`config.mk`:
```
export PLATFORM = sky130hd
export DESIGN_NAME = imem_loader
export DESIGN_NICKNAME = d
export VERILOG_FILES = /design/src/rtl/imem_loader.sv
export SDC_FILE = /design/constraint.sdc
export NUM_CORES = 1
export LEC_CHECK = 0
export CAP_MARGIN = 10
export CELL_PAD_IN_SITES_DETAIL_PLACEMENT = 2
export CELL_PAD_IN_SITES_GLOBAL_PLACEMENT = 2
export CORE_ASPECT_RATIO = 1.2
export CORE_MARGIN = 2
export CORE_UTILIZATION = 40
export CTS_CLUSTER_SIZE = 20
export DETAILED_ROUTE_END_ITERATION = 12
export DONT_BUFFER_PORTS = 1
export PLACE_DENSITY_LB_ADDON = 0.1
export SYNTH_ARGS = -nofsm -noshare
export SYNTH_HDL_FRONTEND = slang
export SYNTH_SLANG_ARGS = --single-unit
```
`constraint.sdc`:
```
create_clock -name clk -period 4.5 [get_ports clk]
set_input_delay 0.225 -clock clk [delete_from_list [all_inputs] [get_ports clk]]
set_output_delay 0.225 -clock clk [all_outputs]
set_load 0.01 [all_outputs]
```
`src/rtl/imem_loader.sv`:
```
// Boot-time instruction-memory loader: assembles a length-prefixed, XOR-checked byte
// stream into little-endian words and holds the CPU in reset until the image verifies.
module imem_loader #(
  parameter int ADDR_W = 10
) (
  input  logic              clk,
  input  logic              rst,
  input  logic              in_valid,
  input  logic [7:0]        in_byte,
  output logic              in_ready,
  output logic              imem_we,
  output logic [ADDR_W-1:0] imem_addr,
  output logic [31:0]       imem_wdata,
  output logic              cpu_hold,
  output logic              done,
  output logic              error
);

  typedef enum logic [2:0] {
    S_LEN0, S_LEN1, S_DATA, S_CSUM, S_DONE, S_ERR
  } state_t;

  localparam logic [16:0]     CAPACITY = 17'(1) << ADDR_W;
  localparam logic [ADDR_W:0] WC_ONE   = (ADDR_W+1)'(1);

  state_t              state_reg, state_next;
  logic [15:0]         len_reg, len_next;
  logic [1:0]          byte_cnt_reg, byte_cnt_next;
  logic [ADDR_W:0]     word_cnt_reg, word_cnt_next;
  logic [23:0]         shift_reg, shift_next;
  logic [7:0]          xor_reg, xor_next;
  logic                we_reg, we_next;
  logic [ADDR_W-1:0]   addr_reg, addr_next;
  logic [31:0]         wdata_reg, wdata_next;
  logic                accept;
  logic [16:0]         len_full;

  assign accept   = in_valid && in_ready;
  assign len_full = {1'b0, in_byte, len_reg[7:0]};

  always_ff @(posedge clk) begin
    if (!rst) begin
      state_reg    <= S_LEN0;
      len_reg      <= '0;
      byte_cnt_reg <= '0;
      word_cnt_reg <= '0;
      shift_reg    <= '0;
      xor_reg      <= '0;
      we_reg       <= 1'b0;
      addr_reg     <= '0;
      wdata_reg    <= '0;
    end else begin
      state_reg    <= state_next;
      len_reg      <= len_next;
      byte_cnt_reg <= byte_cnt_next;
      word_cnt_reg <= word_cnt_next;
      shift_reg    <= shift_next;
      xor_reg      <= xor_next;
      we_reg       <= we_next;
      addr_reg     <= addr_next;
      wdata_reg    <= wdata_next;
    end
  end

  always_comb begin
    state_next    = state_reg;
    len_next      = len_reg;
    byte_cnt_next = byte_cnt_reg;
    word_cnt_next = word_cnt_reg;
    shift_next    = shift_reg;
    xor_next      = xor_reg;
    we_next       = 1'b0;
    addr_next     = addr_reg;
    wdata_next    = wdata_reg;
    case (state_reg)
      S_LEN0: begin
        xor_next      = '0;
        byte_cnt_next = '0;
        word_cnt_next = '0;
        if (accept) begin
          len_next   = {8'h00, in_byte};
          state_next = S_LEN1;
        end
      end
      S_LEN1: begin
        if (accept) begin
          len_next = len_full[15:0];
          if (len_full > CAPACITY)
            state_next = S_ERR;
          else if (len_full == 17'd0)
            state_next = S_CSUM;
          else
            state_next = S_DATA;
        end
      end
      S_DATA: begin
        if (accept) begin
          xor_next      = xor_reg ^ in_byte;
          byte_cnt_next = byte_cnt_reg + 2'd1;
          case (byte_cnt_reg)
            2'd0: shift_next[7:0]   = in_byte;
            2'd1: shift_next[15:8]  = in_byte;
            2'd2: shift_next[23:16] = in_byte;
            default: begin
              // Top byte bypasses the shift register straight into the write word.
              we_next       = 1'b1;
              addr_next     = word_cnt_reg[ADDR_W-1:0];
              wdata_next    = {in_byte, shift_reg};
              word_cnt_next = word_cnt_reg + WC_ONE;
              if (17'(word_cnt_reg) + 17'd1 == {1'b0, len_reg})
                state_next = S_CSUM;
            end
          endcase
        end
      end
      S_CSUM: begin
        if (accept)
          state_next = (in_byte == xor_reg) ? S_DONE : S_ERR;
      end
      default: ;
    endcase
  end

  always_comb begin
    in_ready = 1'b0;
    done     = 1'b0;
    error    = 1'b0;
    cpu_hold = 1'b1;
    case (state_reg)
      S_LEN0, S_LEN1, S_DATA, S_CSUM: in_ready = 1'b1;
      S_DONE: begin
        done     = 1'b1;
        cpu_hold = 1'b0;
      end
      S_ERR:  error = 1'b1;
      default: ;
    endcase
  end

  assign imem_we    = we_reg;
  assign imem_addr  = addr_reg;
  assign imem_wdata = wdata_reg;

endmodule

```
==> results of run 1 <==
[power by group through the flow]
| stage | clock (mW) | combinational [mW] | sequential (mW) |
|---|---|---|---|
| 6_report | 0.946 | 0.0931 | 0.967 |
| 5_1_grt | 1.01 | 0.103 | 0.969 |
| 4_1_cts | 0.966 | 0.0934 | 0.968 |
| 3_5_place_dp | 0 | 0.0827 | 0.990 |
| 3_3_place_gp | 0 | 0.0784 | 0.989 |
| 2_1_floorplan | 0 | 0.0855 | 0.985 |
[final cells by class]
class	instances	area share
clock buffers	9	0.04173
clock inverters	7	0.02434
inverters	9	0.006260
multi-input cells	454	0.4716
flip-flops and latches	107	0.3969
well taps	161	0.03733
repair buffers	13	0.02179
[worst register-to-register path, cell delays in order (launching register included)]
cell,delay (ns)
dfxtp_1,0.45
nor2_1,0.26
o21ai_1,0.10
buf_4,0.20
a21oi_1,0.67
nand2_1,0.40
buf_4,0.38
mux2i_1,0.20
and2_1,0.14
[worst paths after layout]
check                     from              end  slack, ns
setup / recovery  state_reg[0]  word_cnt_reg[0]       1.65
hold / removal      in_byte[0]    shift_reg[16]      0.009
setup reg to reg  state_reg[0]  word_cnt_reg[0]       1.65
hold reg to reg   shift_reg[5]    imem_wdata[5]       0.46
[layout by cell type, fill, tap and decap left out, types with 8 or more instances in the layout]
| cell type | count |
|---|---|
| nor3_1 | 10 |
| xnor2_1 | 10 |
| nand3_1 | 44 |
| dfxtp_1 | 107 |
| a21boi_1 | 69 |
| dlygate4sd3_1 | 8 |
| inv_1 | 8 |
| and2_1 | 12 |
| clkbuf_16 | 9 |
| nor2_1 | 18 |
| xor2_1 | 9 |
| o21ai_0 | 16 |
| nand2_1 | 167 |
| a21boi_0 | 21 |
| o21ai_1 | 9 |
[per-layer routing]
layer  vias to the layer above  part of all wire  global-route usage
met5                         -                 0                   0
met4                         0             0.023             0.09211
met3                        27             0.032             0.04555
met2                        65              0.53              0.4338
li1                       2026                 -                   -
met1                      2129              0.42              0.2756
[cell families (layout without fill, tap and decap cells)]
logic type / count (synthesis) / count (layout) / synth area share
muxes: 4 / 4 / 0.008095
and+or+nand+nor: 286 / 286 / 0.2621
adders and majority gates: 5 / 5 / 0.01265
DFF: 107 / 107 / 0.4331
AOI/OAI and AO/OA: 140 / 140 / 0.1963
buffers and inverters: 60 / 38 / 0.05413
xor gates and xnor gates: 19 / 19 / 0.03365
[metrics by stage]
step | instances | setup slack (ns) | power (mW) | hold WS [ns]
floorplan | 621 | 2.463 | 1.070 | 0.4310
global placement | 736 | 1.814 | 1.067 | 0.3559
detailed placement | 736 | 1.619 | 1.073 | 0.3602
CTS | 759 | 1.644 | 2.027 | 0.001902
global route | 760 | 1.328 | 2.083 | 0.001534
finish | 760 | 1.648 | 2.006 | 0.009161
[what timing repair did]
action                                 in CTS  in global routing
endpoints found under the hold margin      25                  1
gates resized for setup                     0                  0
hold buffers                                7                  1
==> run metrics, run 1 <==
status=finished, final reports clean; critical path depth=8; CTS tree=done; P_leak=1.801 nW; largest net degree at the start of global routing=92; Residual DRC=0; total gr overflow=0; count leader, synth=nand2_1; Logic pwr share=0.046; diode count=0; RSZ-0062 raised after global routing=no; ys async rst share=0; Worst Path Buf+Inv=2; Pins Over Slew Limit=0; CTS clk-pin slew, worst paths=0.08 ns; sequential fraction of design power=0.482; H-tree levels=3; yosys warns=0; CTS Buf Count=9; CTS Buffer Depth=2; Die X=105.5 microns; library cells used by synthesis=46; Tcrit/Tclk final=0.6337; DR vias=4247; Top FF cell, synth=dfxtp_1; Initial DRC Count=around 160; maximum VDD drop=195.3 uV; Synth top area share=0.4331; most used cell along the critical path=buf_4; vias per cell=around 5.6; Post-Syn Area=around 5000 sq um; cell family with most CP delay=simple AND/OR/NAND/NOR gates; Ports=58; max_cap viols=0; synth top area cells=dfxtp_1, nand2_1, a21boi_1; initial antenna violation count=0; syn nets=637; Finished Cell Area=approximately 5400 sq um; Syn Inst Count=621; vias in the first global route=approximately 4700; setup TNS=0 ns; endpoint class of the critical path=register; row cnt=44; cell breakdown of the critical path=nor2_1 > o21ai_1 > buf_4 > a21oi_1 > nand2_1 > buf_4 > mux2i_1 > and2_1; CP Max Fanout=40; initial core utilization=0.4084; P_sw=0.4540 mW; Crit path arrival time=about 3.2 ns; Layout area overhead=9.107%; register area share after synthesis=0.4331; Core Area=12110 sq um; Internal=1.552 mW; nets@finish=610; final setup violation count=0; Final Skew=0.005584 ns; placed wire-length estimate=9591 microns; most area-hungry cell type in the Yosys netlist=dfxtp_1; Multi-input gate area=2545 sq um; Root Buffer Master=clkbuf_16; die area=13270 sq um; kind of critical path=reg -> reg; slowest stage cell, crit path=a21oi_1; die height=125.8 microns; min Tclk post-route=2.852 ns; Area after DPL=4960 sq um; Max stage delay on crit path=around 0.66 ns; WHS Path Cells=2; cell count of the worst reg-to-reg path=8; routability cong.=between 0.7 and 0.8; Avg Cell Area, Syn=7.965 sq um; clock power share=0.471; switching share of power=0.2263; final wirelength=15060 microns; post-CTS setup buffers=0; max FFs per register=32; final hold viol count=0; All-Layer GR Usage=0.2389; PD cells=371.8 nW/um^2; worst-margin pin slew=between 0.8 and 0.9 ns; Port Buffers=0; Hold Crit Class=in -> reg; number of enable flip-flop cells after synthesis=0; CTS sink count=107; Routed wire per std cell=19.81 microns; first-pass GRT wire length=25080 microns; Fill cells=1384; crit start category=register; commonest cells in the netlist=nand2_1, dfxtp_1, a21boi_1; Detailed Routing Iterations Pass 1=7; Worst-Skew Late Latency=0.36 ns; final antenna-violating net count=0; Core Util, Final=0.4456; layout cells sized above 1=0.05008; Reg area=2142 sq um; Fmax achieved=between 300 and 400 MHz; Req. time, crit path=4.80 ns; Max-slew headroom=0.4409; synthesis-stage register bit count=approximately 110
Note: power is estimated with default switching activity, not from simulation.
==> inputs of run 2 (changes only) <==
--- a/config.mk
+++ b/config.mk
@@ -5,12 +5,13 @@
 export SDC_FILE = /design/constraint.sdc
 export NUM_CORES = 1
 export LEC_CHECK = 0
+export ABC_AREA = 1
 export CAP_MARGIN = 10
 export CELL_PAD_IN_SITES_DETAIL_PLACEMENT = 2
 export CELL_PAD_IN_SITES_GLOBAL_PLACEMENT = 2
 export CORE_ASPECT_RATIO = 1.2
 export CORE_MARGIN = 2
-export CORE_UTILIZATION = 40
+export CORE_UTILIZATION = 32
 export CTS_CLUSTER_SIZE = 20
 export DETAILED_ROUTE_END_ITERATION = 12
 export DONT_BUFFER_PORTS = 1
==> constraint.sdc (replaced) <==
create_clock -name clk -period 2.5 [get_ports clk]
set_input_delay 0.125 -clock clk [delete_from_list [all_inputs] [get_ports clk]]
set_output_delay 0.125 -clock clk [all_outputs]
set_load 0.01 [all_outputs]
==> run metrics, run 2 <==
status=finished, final reports clean; crit start category=register; initial core utilization=0.3245; Initial DRC Count=118; final antenna-violating net count=0; kind of critical path=reg -> reg; nets@finish=644; worst-margin pin slew=between 0.6 and 0.7 ns; die area=15410 sq um; largest net degree at the start of global routing=between 60 and 70; Detailed Routing Iterations Pass 1=4; total gr overflow=0; Compound-Gate Fraction of Synth Area=0.1699; Area after DPL=4712 sq um; Core Util, Final=0.3590; Tcrit/Tclk final=0.8622; Syn Inst Count=630; Synth top area share=0.4638; Finished Cell Area=~5000 sq um; register area share after synthesis=0.4638; endpoint class of the critical path=register; GR Util met3=0.03490; Worst-Skew Late Latency=0.35 ns; CTS sink count=107; CTS Buffer Depth=2; Core Area=14230 sq um; final setup violation count=0; most frequent cells in the layout=nand2_1, dfxtp_1, nor2_1; Synth Area in XOR/XNOR=0.01517; DR vias=~4200; setup ws final=between 0.3 and 0.4 ns; count leader, synth=nand2_1; post_cts resized=0; commonest cells in the netlist=nand2_1, dfxtp_1, nor2_1; Hold-fix buffers, CTS=10; Avg Cell Area, Syn=between 7 and 8 sq um; ys async rst share=0; number of enable flip-flop cells after synthesis=0; setup TNS=0 ns; GR peak layer=met2; vias per cell=between 5 and 6; yosys warns=0; CP Max Fanout=27; library cells used by synthesis=29; post-CTS setup buffers=0; Residual DRC=0; CTS tree=done; cell family with most CP delay=simple AND/OR/NAND/NOR gates; maximum VDD drop=230.8 uV; diode count=0; Root Buffer Master=clkbuf_16; Crit path arrival time=2.37 ns; routability cong.=0.8143; syn nets=~650; max_cap viols=0; final wirelength=14670 microns; Port Buffers=0; cell breakdown of the critical path=inv_2 > nor3_4 > inv_2 > nor2_4 > buf_4 > nand2_1 > nand2_1 > a21oi_1; Req. time, crit path=between 2 and 3 ns; All-Layer GR Usage=0.1985; Worst Path Buf+Inv=3; placed wire-length estimate=10120 microns; Pins Over Slew Limit=0; most area-hungry cell type in the Yosys netlist=dfxtp_1; Simple-Gate Fraction of Synth Area=0.2503; max FFs per register=32; slowest stage cell, crit path=dfxtp_1; PD cells=726.2 nW/um^2; Max stage delay on crit path=0.43 ns; post-synthesis mux area share=0; met1 Use GR=0.2134; die height=135.6 microns; min Tclk post-route=around 2.2 ns; Final Skew=0.009015 ns; synthesis-stage register bit count=107; adder-cell share of the synthesized area=0.01355; initial antenna violation count=0; Top FF cell, synth=dfxtp_1; Ports=58; Post-Syn Area=4618 sq um; Fmax achieved=roughly 460 MHz; commonest non-fill, non-tap cell in the layout=nand2_1; CTS clk-pin slew, worst paths=0.08 ns; layout cells sized above 1=0.05371; Layout area overhead=10.65%; synth top area cells=dfxtp_1, nand2_1, a21oi_1; row cnt=48; H-tree levels=3; Die X=113.7 microns; Max-slew headroom=0.5795; RSZ-0062 raised after global routing=no; Routed wire per std cell=18.16 microns; Hold Crit Class=in -> reg; largest family of logic cells by synthesized area=simple AND/OR/NAND/NOR gates; final hold viol count=0; CTS Buf Count=9; vias in the first global route=4620; first-pass GRT wire length=23960 microns; GRT met2 Usage=0.3879; DP Worst Slack=0.3596 ns; P_leak=1.965 nW
[run 2: cell count changes after synthesis, moves of 11 or more]
cell      previous run  this run
nand2_1            167       109
inv_1                8        57
o21ai_0             16        60
a21boi_0            21         1
a21oi_1              7        69
nor2_1              19        91
and2_1              12         0
a21boi_1            69         0
nand3_1             44        55
clkbuf_1            38        14
[run 2: cell type report]
type | instances | area (sq um)
Timing Repair Buffer | 16 | 162.7
Clock inverter | 4 | 33.78
Clock buffer | 12 | 246.5
Fill cell | 1699 | 9124
Inverter | 62 | 232.7
Sequential cell | 107 | 2142
Multi-Input combinational cell | 432 | 2073
Tap cell | 175 | 219.0
[run 2: where the power goes]
part           switching [mW]  internal, mW
Sequential             0.0578          1.77
Combinational           0.339         0.154
Clock                   0.673         0.715
Total                    1.07          2.64
[run 2: routing by layer]
metal / wire length [microns] / up-vias
met3: 426 / 14
met5: 0 / -
li1: - / 2053
met2: 8090 / 40
met1: 5901 / 2084
met4: 252 / 0
[run 2: final timing paths]
check | depth (start not counted) | slack, ns | from | endpoint
worst max register to register | 8 | 0.34 | state_reg[1] | shift_reg[19]
worst max-delay path | 8 | 0.34 | state_reg[1] | shift_reg[19]
worst min-delay path | 2 | 0.02 | in_byte[4] | imem_wdata[28]
worst min register to register | 2 | 0.47 | shift_reg[12] | shift_reg[12]
[run 2: cell families (layout without fill, tap and decap cells)]
kind of cell,count (synthesis),count (layout)
AND/OR/NAND/NOR,272,272
AO/OA/AOI/OAI,147,147
flip-flops,107,107
buffers and inverters,91,94
XOR/XNOR,8,8
adder cells (fa/ha/maj),5,5
[run 2: per-stage QoR]
step                      power, mW  hold slack, ns  std cells
final                         3.711         0.01645        808
after floorplan               2.216          0.2894        630
after CTS                     3.753         0.02610        808
after detailed placement      2.324          0.2682        782
after global placement        2.300          0.2655        782
after global routing          3.885         0.04230        808
